===== config.mk =====
export PLATFORM = sky130hd
export DESIGN_NAME = magic_square_seq
export DESIGN_NICKNAME = d
export VERILOG_FILES = /design/src/rtl/magic_pkg.sv /design/src/rtl/magic_sum_cmp.sv /design/src/rtl/magic_square_seq.sv
export SDC_FILE = /design/constraint.sdc
export NUM_CORES = 1
export LEC_CHECK = 0
export ABC_AREA = 1
export BUFFER_PORTS_ARGS = -buffer_cell sky130_fd_sc_hd__clkbuf_2
export CAP_MARGIN = 15
export CORE_MARGIN = 3
export CORE_UTILIZATION = 60
export DETAILED_ROUTE_END_ITERATION = 6
export GPL_ROUTABILITY_DRIVEN = 0
export HOLD_SLACK_MARGIN = 0.02
export PLACE_DENSITY = 0.85
export SYNTH_ARGS = -nofsm -noshare
export SYNTH_HDL_FRONTEND = slang
export SYNTH_SLANG_ARGS = --single-unit

===== constraint.sdc =====
create_clock -name clock -period 4.1 [get_ports clock]
set_clock_uncertainty 0.15 [all_clocks]
set_input_delay 1.025 -clock clock [delete_from_list [all_inputs] [get_ports clock]]
set_output_delay 1.025 -clock clock [all_outputs]
set_load 0.01 [all_outputs]

===== src/rtl/magic_pkg.sv =====
// Shared types and helpers for the streaming magic-square checker.
package magic_pkg;

    typedef enum logic [1:0] {
        IDLE  = 2'd0,
        LOAD  = 2'd1,
        CHECK = 2'd2,
        DONE  = 2'd3
    } state_t;

    // Wide enough for N cells of W bits each, so line sums never wrap.
    function automatic int sum_width(input int n, input int w);
        return w + $clog2(n);
    endfunction

endpackage


===== src/rtl/magic_sum_cmp.sv =====
// Purpose: equality compare of a candidate line sum against the reference sum.
// Latency: combinational, 0 cycles; the parent registers mismatch into its fail flag.
// Backpressure: none, pure function of its inputs.
module magic_sum_cmp #(
    parameter int SW = 6
) (
    input  logic [SW-1:0] cand_sum,
    input  logic [SW-1:0] ref_sum,
    output logic          mismatch
);

    assign mismatch = (cand_sum != ref_sum);

endmodule


===== src/rtl/magic_square_seq.sv =====
// Purpose: streams an NxN grid row-major, checks all row/column/diagonal sums; MAGIC_NORMAL_CHECK_EN adds a 1..N^2 uniqueness check.
// Latency: done rises N+2 edges after the edge accepting the last cell (N+3 counting that edge).
// Backpressure: cell_ready is high only in LOAD; cell_valid gaps of any length stall without state change.
module magic_square_seq
    import magic_pkg::*;
#(
    parameter int N = 3,
    parameter int W = 4,
    localparam int SW = sum_width(N, W)
) (
    input  logic          clock,
    input  logic          reset_L,
    input  logic          start,
    input  logic          cell_valid,
    input  logic [W-1:0]  cell_data,
    output logic          cell_ready,
    output logic          done,
    output logic          it_is_magic,
    output logic [SW-1:0] magic_constant
);

    localparam int RW = (N > 1) ? $clog2(N) : 1;
    localparam int KW = $clog2(N + 2);
    localparam logic [RW-1:0] LAST = RW'(N - 1);

    state_t        state, state_nxt;
    logic [RW-1:0] row, col;
    logic [KW-1:0] k;
    logic [SW-1:0] row_acc, diag_acc, anti_acc, ref_sum;
    logic [SW-1:0] col_acc [N];
    logic          fail;

    logic          accept, start_take, row_end, last_cell, on_anti;
    logic [SW-1:0] cell_ext, row_sum, chk_sum;
    logic          row_mis, chk_mis, cell_bad;

    assign accept     = (state == LOAD) && cell_valid;
    assign start_take = start && ((state == IDLE) || (state == DONE));
    assign row_end    = (col == LAST);
    assign last_cell  = row_end && (row == LAST);
    assign on_anti    = ((int'(row) + int'(col)) == N - 1);
    assign cell_ext   = SW'(cell_data);
    assign row_sum    = row_acc + cell_ext;

    // CHECK walks columns first, then the main and anti diagonals.
    always_comb begin
        chk_sum = '0;
        for (int i = 0; i < N; i++)
            if (int'(k) == i) chk_sum = col_acc[i];
        if (int'(k) == N)     chk_sum = diag_acc;
        if (int'(k) == N + 1) chk_sum = anti_acc;
    end

    magic_sum_cmp #(.SW(SW)) u_row_cmp (
        .cand_sum (row_sum),
        .ref_sum  (ref_sum),
        .mismatch (row_mis)
    );

    magic_sum_cmp #(.SW(SW)) u_chk_cmp (
        .cand_sum (chk_sum),
        .ref_sum  (ref_sum),
        .mismatch (chk_mis)
    );

`ifdef MAGIC_NORMAL_CHECK_EN
    logic [N*N-1:0] seen;

    // Out-of-range values fall through with cell_bad left at 1.
    always_comb begin
        cell_bad = 1'b1;
        for (int i = 0; i < N*N; i++)
            if (int'(cell_data) == i + 1) cell_bad = seen[i];
    end

    always_ff @(posedge clock or negedge reset_L) begin
        if (!reset_L) begin
            seen <= '0;
        end else if (start_take) begin
            seen <= '0;
        end else if (accept) begin
            for (int i = 0; i < N*N; i++)
                if (int'(cell_data) == i + 1) seen[i] <= 1'b1;
        end
    end
`else
    assign cell_bad = 1'b0;
`endif

    always_ff @(posedge clock or negedge reset_L) begin
        if (!reset_L) state <= IDLE;
        else          state <= state_nxt;
    end

    always_comb begin
        state_nxt = state;
        case (state)
            IDLE:    if (start) state_nxt = LOAD;
            LOAD:    if (accept && last_cell) state_nxt = CHECK;
            CHECK:   if (k == KW'(N + 1)) state_nxt = DONE;
            DONE:    if (start) state_nxt = LOAD;
            default: state_nxt = IDLE;
        endcase
    end

    always_comb begin
        cell_ready     = (state == LOAD);
        done           = (state == DONE);
        it_is_magic    = (state == DONE) && !fail;
        magic_constant = (state == DONE) ? ref_sum : '0;
    end

    always_ff @(posedge clock or negedge reset_L) begin
        if (!reset_L) begin
            row      <= '0;
            col      <= '0;
            k        <= '0;
            row_acc  <= '0;
            diag_acc <= '0;
            anti_acc <= '0;
            ref_sum  <= '0;
            fail     <= 1'b0;
            for (int i = 0; i < N; i++) col_acc[i] <= '0;
        end else if (start_take) begin
            row      <= '0;
            col      <= '0;
            k        <= '0;
            row_acc  <= '0;
            diag_acc <= '0;
            anti_acc <= '0;
            ref_sum  <= '0;
            fail     <= 1'b0;
            for (int i = 0; i < N; i++) col_acc[i] <= '0;
        end else if (accept) begin
            for (int i = 0; i < N; i++)
                if (int'(col) == i) col_acc[i] <= col_acc[i] + cell_ext;
            if (row == col) diag_acc <= diag_acc + cell_ext;
            if (on_anti)    anti_acc <= anti_acc + cell_ext;
            if (cell_bad)   fail     <= 1'b1;
            if (row_end) begin
                row_acc <= '0;
                col     <= '0;
                row     <= last_cell ? '0 : row + 1'b1;
                // Row 0 defines the reference; later rows are checked against it.
                if (row == '0)   ref_sum <= row_sum;
                else if (row_mis) fail   <= 1'b1;
            end else begin
                row_acc <= row_sum;
                col     <= col + 1'b1;
            end
            if (last_cell) k <= '0;
        end else if (state == CHECK) begin
            if (chk_mis) fail <= 1'b1;
            k <= k + 1'b1;
        end
    end

endmodule


=== Word-level counts from Yosys, hierarchy flattened ===
Index checks and enable logic that the tools add are counted.

* $add $sub $neg: 10
* Eq/ne operators: 23
* Multiplexer cells: 46
* Reduce and logical (&&, ||, !) cells: 32

{| class="wikitable"
|+ Operators by type and width
! kind !! number
|-
| two-way mux 6 bit || 22
|-
| adder 6 x 4 -> 6 bit || 6
|-
| two-way mux 18 bit || 2
|-
| two-way mux 2 bit || 10
|-
| nonzero test 2 bit || 8
|-
| AND reduction 2 bit || 7
|-
| == test 2 bit (second input constant) || 6
|-
| == test 3 bit (second input constant) || 4
|-
| two-way mux 3 bit || 4
|-
| inequality test 6 bit || 2
|-
| inequality test 3 x 1 -> 1 bit (second input constant) || 3
|-
| two-way mux 1 bit || 7
|-
| == test 3 x 2 -> 1 bit (second input constant) || 2
|-
| zero test 2 bit || 3
|-
| one-hot mux 2 bit (3 select lines) || 1
|-
| AND reduction 3 bit || 2
|-
| nonzero test 3 bit || 2
|-
| logical AND 1 bit || 5
|-
| AND reduction 5 bit || 1
|-
| adder 2 x 1 -> 2 bit (second input constant) || 2
|-
| inequality test 2 x 1 -> 1 bit (second input constant) || 2
|-
| adder 2 x 2 -> 3 bit || 1
|-
| adder 3 x 1 -> 3 bit (second input constant) || 1
|-
| zero test 3 bit || 1
|-
| other kinds (7) || 7
|}

* Register bits: 52
* Input port bits: 8
* Output and inout bits: 9
* Word-level logic and storage cells: 123

=== Depth between registers and ports, before layout ===
* Depth after elaboration: 11
* Mapped depth: 16
* Gate-level depth less buffers: 16

=== Hierarchy ===
From an unflattened synthesis, not the netlist that was laid out.

* Cells, all modules: 537
* Area, all modules: 3905.0 sq um

{| class="wikitable"
|+ By module, submodules not included
! module !! instances !! cells each !! area each (sq um) !! sequential area each (sq um)
|-
| magic_square_seq || 1 || 471 || 3654.8 || 1301.2
|-
| magic_sum_cmp || 2 || 33 || 125.1 || 0.0
|}

=== Worst setup path after synthesis ===
Ideal clock, no wire load.

* Path kind: in2reg
* Start: in cell_data[0]
* End: reg fail
* Library setup time: 0.116 ns
* Data arrival time: 2.370 ns
* Required time: 3.834 ns
* Path slack: 1.463 ns
* Stages on the path: 13
* Path buffers: 0
* Cells stage by stage: ha_1 > fa_1 > inv_1 > nand2_1 > nand4_1 > nor2_1 > nand3_1 > nor2_1 > nand2_1 > nand2_1 > nand2_1 > nand2_1 > nand2_1

* Word-level cells in the longest chain between the ends: 4

{| class="wikitable"
|+ RTL lines
! element !! RTL line !! RTL
|-
| from (decl) || magic_square_seq.sv:15 || <nowiki>input logic [W-1:0] cell_data,</nowiki>
|-
| adder 6 x 4 -> 6 bit || magic_square_seq.sv:43 || <nowiki>assign row_sum = row_acc + cell_ext;</nowiki>
|-
| inequality test 6 bit || magic_sum_cmp.sv:12 || <nowiki>assign mismatch = (cand_sum != ref_sum);</nowiki>
|-
| inequality test 3 x 1 -> 1 bit (no line) || n/a ||
|-
| AND reduction 5 bit (no line) || n/a ||
|-
| to (signal assigned) || magic_square_seq.sv:122 || <nowiki>fail <= 1'b0;</nowiki>
|-
| to (signal assigned) || magic_square_seq.sv:132 || <nowiki>fail <= 1'b0;</nowiki>
|-
| to (signal assigned) || magic_square_seq.sv:139 || <nowiki>if (cell_bad) fail <= 1'b1;</nowiki>
|-
| to (decl) || magic_square_seq.sv:31 || <nowiki>logic fail;</nowiki>
|}

No other way between the ends.
A chain may end at the register's enable or synchronous reset.

=== Worst setup path in the final report ===
Ends and elaborated chain as after synthesis.

==> out/qor.txt <==
Chip Height: 85.3 µm
Worst EP arrival: 2810 ps
synth warn: 0
share of cells above drive strength 1: 6.08%
Mapped Nets: 572
dpl ws: 1080 ps
Post-Route WL: 9130 µm
setup violators final: 0
crit path max fanout: 6
fraction of registers with async set/reset: 100%
Fmax: 364 MHz
main combinational cell family by area after synthesis: simple AND/OR/NAND/NOR gates
Final Hold Slack: 319 ps
multi-input gate area in the final layout: 2090 µm²
first-pass GRT wire length: 15800 µm
hold crit path type: flip-flop to flip-flop
cell leakage power: 2.07 nW
initial antenna violation count: 0
worst path cell trace: clkbuf_2 > ha_1 > fa_1 > nand2_1 > nand2_1 > nand2_1 > nand2_1 > nor2_1 > nand3_1 > nor2_1 > nand2_1 > nand2_1 > nand2_1 > nand2_1 > nand2_1
Port-buffer cells: 16
CTS Buf Count: 5
Post-Syn Instances: 522
via count: 3499
Core Area: 6030 µm²
post-DP HPWL: 6980 µm
Final Max Slew Viols: 0
PwrDens: 517 nW/µm²
Final Hold Viols: 0
antenna-violating nets left: 0
startpoint types: primary input
actual slew at the worst max-slew pin: 469 ps
slowest cell on the critical path: fa_1
Final Power: 2.10 mW
CTS tree: done
Synth top area share: 34.4%
Area Growth Syn to Fin: 7.19%
clk sinks: 52
Iter 0 DRT Violations: 320
setup TNS: 0 ps
gr usage total: 27.1%
final setup margin: 1350 ps
number of global-route vias before repair: 3444
Die ar.: 7280 µm²
Placed Area: 3940 µm²
Avg WL per Cell: 14.8 µm
Initial Util: 62.7%
vias per cell: 5.66
final net count: 592
post-route minimum period: 2750 ps
Max Cap Viol: 0
syn avg cell area: 7.24 µm²
H-tree depth: 2
n_diodes: 0
FF+latch area: 1300 µm²
most frequent cell after synthesis: nand2_1
post-synthesis cell type count: 27
Rows: 28
Ports: 17
drt pass-1 iters: 5
Die X-Extent: 85.3 µm
leading area contributor after synthesis: dfrtp_1
Synth Area in Compound Gates: 12.9%
xor/xnor cell area share of the yosys netlist: 1.85%
FILL cells: 495
Critical Path End Type: flip-flop
post-CTS resize count: 0
CP most frequent cell: nand2_1
flops & latches, synth: 52
Max stage delay on crit path: 430 ps
number of flops mapped to enable cells by yosys: 0
synth top area cells: dfrtp_1 (34%), nand2_1 (14%), ha_1 (12%)
Longest Clk Path Bufs: 2
Clock transition at path regs: 90 ps
largest net degree at the start of global routing: 38
Critical Path RT: 4160 ps
root buffer selected by CTS: clkbuf_8
critical path type: primary input to flip-flop
fin crit share: 67.1%
Post-synth top cells: nand2_1 (137), inv_1 (96), dfrtp_1 (52)
post-synthesis sequential area ratio: 34.4%
Synth Cell Area: 3780 µm²
worst skew pair latency: 310 ps
Main synth FF type: dfrtp_1
post-synthesis adder-cell area fraction: 15.3%
Peak VDD IR: 0.000360 V
mux contribution to synthesized area: 0%
Hold Buf Count CTS: 0
Slew HR: 68.7%
Synth Area in Simple Gates: 25.3%
unrepaired setup endpoints after global routing: false
drt drc: 0
status: completed
gr ovfl total: 0
post-CTS setup buffer count: 0
finished layout cell area: 4050 µm²
[routing by layer]
metal	track usage, %	up-vias	wire, µm
li1	-	1713	-
met3	3.59	23	678
met1	36.5	1617	3960
met4	9.50	0	229
met2	45.0	146	4260
met5	0	-	0
[logic make-up after synthesis]
| family | Yosys count |
|---|---|
| flops | 52 |
| compound gates | 90 |
| buf+inv | 101 |
| simple gates | 229 |
| fa+ha+maj | 42 |
| xor+xnor | 8 |
[power breakdown]
group	leakage [nW]	switching, mW	total, mW	internal [mW]
Combinational	1.30	0.697	1.03	0.337
Sequential	0.711	0.0867	0.705	0.619
Clock	0.0541	0.176	0.356	0.181
Total	2.07	0.959	2.10	1.14
[state kept, by name (all words and copies together), names as in the netlist]
signal,count
col_acc,18
row,2
state,2
ref_sum,6
diag_acc,6
col,2
row_acc,6
k,3
anti_acc,6
fail,1
[worst paths after layout]
check,depth (start not counted),slack (ps),startpoint,end
hold reg to reg,1,320,col_acc[4],col_acc[4]
setup reg to reg,9,1550,state[0],ref_sum[4]
min in group asynchronous,1,480,reset_L,col_acc[13]
max in group asynchronous,2,2500,reset_L,row_acc[1]
setup / recovery,15,1350,cell_data[0],fail
hold / removal,1,320,col_acc[4],col_acc[4]
[placed cells by master, fill, tap and decap left out, types with 4 or more instances in the layout]
cell / count
nand3_1: 42
ha_1: 35
xor2_1: 8
dfrtp_1: 52
nor3_1: 4
clkbuf_8: 5
o22ai_1: 18
clkbuf_2: 16
fa_1: 7
nand2_1: 137
inv_1: 96
a21oi_1: 22
nor2_1: 34
o21ai_0: 46
[layout make-up]
type | instances | share of cell area, %
Multi-Input combinational cell | 369 | 51.6
Sequential cell | 52 | 32.1
Inverter | 97 | 8.99
Tap cell | 75 | 2.32
Timing Repair Buffer | 17 | 2.16
Clock buffer | 5 | 1.70
Clock inverter | 3 | 1.05
[stage by stage]
| stage | utilization (%) | cells |
|---|---|---|
| floorplan | - | 522 |
| global placement | 65.3 | 610 |
| detailed placement | 65.3 | 610 |
| CTS | 67.2 | 618 |
| global route | 67.2 | 618 |
| finish | 67.2 | 618 |
[worst max-delay path, delay by kind of cell]
family / cells / cell delay, ps
AND/OR/NAND/NOR: 12 / 900
adder cells (fa/ha/maj): 2 / 720
buffers and inverters: 1 / 180
Note: power is estimated with default switching activity, not from simulation.
